[src/rtl/irrigation_bcd_timer.sv]
// rtl/irrigation_bcd_timer.sv - multi-digit BCD countdown timer driving an irrigation valve
module irrigation_bcd_timer #(
    parameter int                  DIGITS         = 2,
    parameter int                  TICK_DIV       = 50000000,
    parameter logic [4*DIGITS-1:0] DEFAULT_PRESET = 8'h11
) (
    input  logic                  clk,
    input  logic                  rst_n,
    input  logic                  load,
    input  logic [4*DIGITS-1:0]   load_val,
    input  logic                  start,
    input  logic                  pause,
    input  logic                  abort,
    output logic [4*DIGITS-1:0]   bcd_out,
    output logic                  valve_on,
    output logic                  running,
    output logic                  done,
    output logic                  tick
);

    localparam int W  = 4 * DIGITS;
    localparam int PW = $clog2(TICK_DIV);
    localparam logic [PW-1:0] PS_LAST = PW'(TICK_DIV - 1);

    typedef enum logic [1:0] {
        S_IDLE   = 2'd0,
        S_RUN    = 2'd1,
        S_PAUSED = 2'd2,
        S_DONE   = 2'd3
    } state_t;

    state_t          state;
    state_t          state_nxt;
    logic [W-1:0]    preset;
    logic [W-1:0]    preset_nxt;
    logic [W-1:0]    count;
    logic [W-1:0]    count_nxt;
    logic [W-1:0]    count_dec;
    logic [PW-1:0]   prescaler;
    logic [PW-1:0]   prescaler_nxt;
    logic            done_nxt;
    logic            tick_nxt;

    function automatic logic [W-1:0] clamp_bcd(input logic [W-1:0] v);
        logic [W-1:0] r;
        r = v;
        for (int i = 0; i < DIGITS; i++) begin
            if (v[4*i +: 4] > 4'd9) begin
                r[4*i +: 4] = 4'd9;
            end
        end
        return r;
    endfunction

    // Ripple borrow: a zero digit wraps to 9 and passes the borrow upward.
    function automatic logic [W-1:0] bcd_dec(input logic [W-1:0] v);
        logic [W-1:0] r;
        logic         borrow;
        r      = v;
        borrow = 1'b1;
        for (int i = 0; i < DIGITS; i++) begin
            if (borrow) begin
                if (v[4*i +: 4] == 4'd0) begin
                    r[4*i +: 4] = 4'd9;
                end else begin
                    r[4*i +: 4] = v[4*i +: 4] - 4'd1;
                    borrow      = 1'b0;
                end
            end
        end
        return r;
    endfunction

    assign count_dec = bcd_dec(count);

    always_ff @(posedge clk or negedge rst_n) begin
        if (!rst_n) begin
            state <= S_IDLE;
        end else begin
            state <= state_nxt;
        end
    end

    always_comb begin
        state_nxt     = state;
        preset_nxt    = preset;
        count_nxt     = count;
        prescaler_nxt = prescaler;
        done_nxt      = 1'b0;
        tick_nxt      = 1'b0;
        if (abort) begin
            state_nxt     = S_IDLE;
            prescaler_nxt = '0;
        end else begin
            case (state)
                S_IDLE, S_DONE: begin
                    if (start) begin
                        count_nxt     = preset;
                        prescaler_nxt = '0;
                        if (preset == '0) begin
                            state_nxt = S_DONE;
                            done_nxt  = 1'b1;
                        end else begin
                            state_nxt = S_RUN;
                        end
                    end else if (load) begin
                        preset_nxt = clamp_bcd(load_val);
                    end
                end
                default: begin
                    // Leaving PAUSED counts as an active cycle, so a pause of N cycles costs exactly N.
                    if (pause) begin
                        state_nxt = S_PAUSED;
                    end else begin
                        state_nxt = S_RUN;
                        if (prescaler == PS_LAST) begin
                            prescaler_nxt = '0;
                            tick_nxt      = 1'b1;
                            count_nxt     = count_dec;
                            if (count_dec == '0) begin
                                state_nxt = S_DONE;
                                done_nxt  = 1'b1;
                            end
                        end else begin
                            prescaler_nxt = prescaler + PW'(1);
                        end
                    end
                end
            endcase
        end
    end

    always_ff @(posedge clk or negedge rst_n) begin
        if (!rst_n) begin
            preset    <= clamp_bcd(DEFAULT_PRESET);
            count     <= clamp_bcd(DEFAULT_PRESET);
            prescaler <= '0;
            done      <= 1'b0;
            tick      <= 1'b0;
        end else begin
            preset    <= preset_nxt;
            count     <= count_nxt;
            prescaler <= prescaler_nxt;
            done      <= done_nxt;
            tick      <= tick_nxt;
        end
    end

    always_comb begin
        valve_on = (state == S_RUN) || (state == S_PAUSED);
        running  = (state == S_RUN);
        bcd_out  = (state == S_IDLE) ? preset : count;
    end

endmodule

[config.mk]
export PLATFORM = sky130hd
export DESIGN_NAME = irrigation_bcd_timer
export DESIGN_NICKNAME = d
export VERILOG_FILES = /design/src/rtl/irrigation_bcd_timer.sv
export SDC_FILE = /design/constraint.sdc
export NUM_CORES = 1
export LEC_CHECK = 0
export CAP_MARGIN = 25
export CORE_MARGIN = 2
export CORE_UTILIZATION = 30
export DETAILED_ROUTE_END_ITERATION = 12
export GPL_TIMING_DRIVEN = 1
export HOLD_SLACK_MARGIN = 0.06
export PLACE_DENSITY = 0.54
export SYNTH_ARGS = -nofsm -noshare
export SYNTH_HDL_FRONTEND = slang
export SYNTH_SLANG_ARGS = --single-unit
[constraint.sdc]
create_clock -name clk -period 6.26 [get_ports clk]
set_input_delay 1.252 -clock clk [delete_from_list [all_inputs] [get_ports clk]]
set_output_delay 1.252 -clock clk [all_outputs]
set_load 0.1 [all_outputs]
==> reports/results.ini <==
[placed_design]
dpl.hpwl_um=4740
placement.cell_area_um2=3120
dp_worst_setup_slack_ps=2660
port_buffers=25
gp_routability_congestion=0.791

[floorplan]
site_row_count=35
floorplan.core_area_um2=9150
boundaryPins=26
die_w_um=101
chipHeight_um=101
initial_core_utilization=0.306
die_area_um2=10100

[global_routing]
antenna_found_initial=0
grt_pass1_wl_um=11300
largest_net_degree_at_the_start_of_global_routing=38
first_global_vias=2317
gr-usage-all-layers=0.138
overflow=0

[layout]
post_route_cells_drive_above_1_share=0.132
layout.nets=342
area.sequential_um2=1160
commonest_cells_after_routing_fill_and_taps_aside=dfrtp_1, nand2_1, nor2_1
final_common_cell=dfrtp_1
multiInputGateArea_um2=1510
area_growth_syn_to_layout_pct=15.6
number_of_filler_cells_placed_in_the_layout=938
final_area_um2=3230
layout.core_utilization=0.353
insertedDiodeCount=0

[pwr]
power-per-cell-area_nw_per_um2=427
leakagePower_uw=0.00122
ir_worst_vdd_mv=0.323

[routing]
route.final.wire_length_um=6630
wl_per_cell_um=15.2
detailedRoute.firstIterationViolations=95
ant_nets=0
detailedRoute.firstPassIterationCount=4
drc=0
via_count=2377
route.detailed.vias_per_inst=5.44

[critical_path]
regToRegEndpoint=prescaler[15]
data_arrival_time_at_the_worst_slack_endpoint_ps=2610
worst_r2r_startpoint=state[0]
reg2reg_setup_slack_ps=3370
timing.critical_path.to_type=primary output
cp_data_required_time_ps=5010
path_max_fanout=18
reg2regPathDepth=7
critical_path.cell_chain=inv_1 -> ha_1 -> clkdlybuf4s50_1
critPathLaunchType=register
critical_path.n_buffers_inverters=2
cell_at_the_slowest_stage_of_the_critical_path=clkdlybuf4s50_1
timing.critical_path.from=state[0]
worst_path_largest_cell_delay_ps=1240
critical_path.top_delay_family=buffers and inverters
critPathKind=reg -> out

[clock_network]
cts_tree=yes
clk_pin_slew_ps=90
max-clock-path-buffers=2
htreeDepth=2
clockRootBuffer=clkbuf_8
ctsHoldBuffers=0
clock_latency_ps=300
cts.repair_timing.setup_buffer_count=0
cts_resized=0
cts_inserted_buffers=5
cts.sinks=46

[sta]
final_hold_viol_count=0
min_period_over_period=0.617
timing.setup.tns_ps=0
tightest_slew_margin_relative_to_the_limit=0.348
report.final.setup_viol=0
post-route-min-period_ps=3870
timing.fmax_ghz=0.259
clock_skew_ps=11.9
timing_worst_slew_pin_value_ps=976
report.final.slew_viol_count=0
final_critical_path_setup_slack_ps=2390
rsz0062_at_grt=no

[synthesis]
syn_inst=304
synth-edff-count=0
synth_flop_cell=dfrtp_1
synthSimpleGateAreaFrac=0.283
synth_cell_type_count=64
yosys-mux-area-fraction=0.0438
synth_top_family_by_area=simple AND/OR/NAND/NOR gates
synthXorXnorAreaFrac=0.0376
synth-compound-area-share=0.162
syn_nets=321
yosys.area_share.adder=0.0134
synth.ff_latch_count=46
synth_area_um2=2800
synth_sequential_area_ratio=0.413
ys_async_sr_fraction=1.00
postSynthAreaPerCell_um2=9.21
yosys_warning_total=0

[hold_path]
hold-path-endpoint=prescaler[25]
worst_hold_path_type=reg -> reg
min_delay_path_depth=1
timing.hold.worst.start=prescaler[25]

[job]
cap_viol_max_count=0

[outcome]
status=completed

stage by stage:
step	cells	hold slack [ps]	power, µW
after global placement	428	499	1160
after detailed placement	429	499	1160
after floorplan	304	460	1010
after global routing	437	554	1450
final	437	519	1380
after CTS	437	523	1390
state kept, by name (all words and copies together), names as in the netlist:
register   count
count          8
done           1
prescaler     26
preset         8
state          2
tick           1
metal layers:
metal,vias to the layer above,track usage,wire length [µm]
met4,0,0.0495,103
met2,43,0.215,3040
met3,9,0.0222,229
li1,1158,-,-
met1,1167,0.194,3260
met5,-,0,0
how the worst max path moves through the flow:
stage	end	slack, ps	cells past startpoint
detailed placement	prescaler[23]	2660	6
CTS	valve_on	2390	3
floorplan	bcd_out[7]	2110	4
global placement	prescaler[23]	2720	6
finish	valve_on	2390	3
global route	valve_on	2290	3
logic make-up (layout without fill, tap and decap cells):
group                      Yosys count  in the layout
AOI/OAI and AO/OA                   67             67
adders and majority gates            3              3
and+or+nand+nor                    141            141
buffers and inverters               24             46
muxes                               11             11
xor gates and xnor gates            12             12
DFF                                 46             46
cell usage after synthesis (2+ instances only):
master / number / area share
buf_6: 3 / 0.012
a31oi_1: 9 / 0.020
mux2_2: 10 / 0.040
or2b_2: 2 / 0.0063
o21a_1: 3 / 0.0080
o21ai_0: 16 / 0.029
xor2_1: 10 / 0.031
ha_1: 3 / 0.013
nand4b_1: 4 / 0.013
o211ai_1: 4 / 0.011
a21oi_1: 12 / 0.021
nand2b_1: 8 / 0.018
o21ai_1: 2 / 0.0036
or4_4: 4 / 0.016
xnor2_1: 2 / 0.0063
or3_1: 2 / 0.0045
a41oi_1: 2 / 0.0063
a211oi_1: 2 / 0.0054
inv_1: 10 / 0.013
nand2_1: 30 / 0.040
and2b_2: 2 / 0.0063
nor3_1: 9 / 0.016
nand3_1: 9 / 0.016
o21bai_1: 2 / 0.0054
dfstp_2: 4 / 0.038
o22a_1: 2 / 0.0063
and3_1: 3 / 0.0067
nor4_1: 8 / 0.018
clkbuf_1: 7 / 0.0094
nand4_1: 14 / 0.031
dfrtp_1: 42 / 0.38
nor2_1: 30 / 0.040
and4_2: 2 / 0.0072
a21o_1: 2 / 0.0054
power by group:
group	switching [µW]	total, µW	internal [µW]
clock network	103	223	119
logic	514	726	212
registers	71.1	431	360
layout make-up:
class | count | share of cell area
Tap cell | 111 | 0.0429
Multi-Input combinational cell | 234 | 0.467
Inverter | 10 | 0.0116
Clock inverter | 2 | 0.0116
Sequential cell | 46 | 0.357
Clock buffer | 6 | 0.0224
Timing Repair Buffer | 28 | 0.0867
Note: power is estimated with default switching activity, not from simulation.
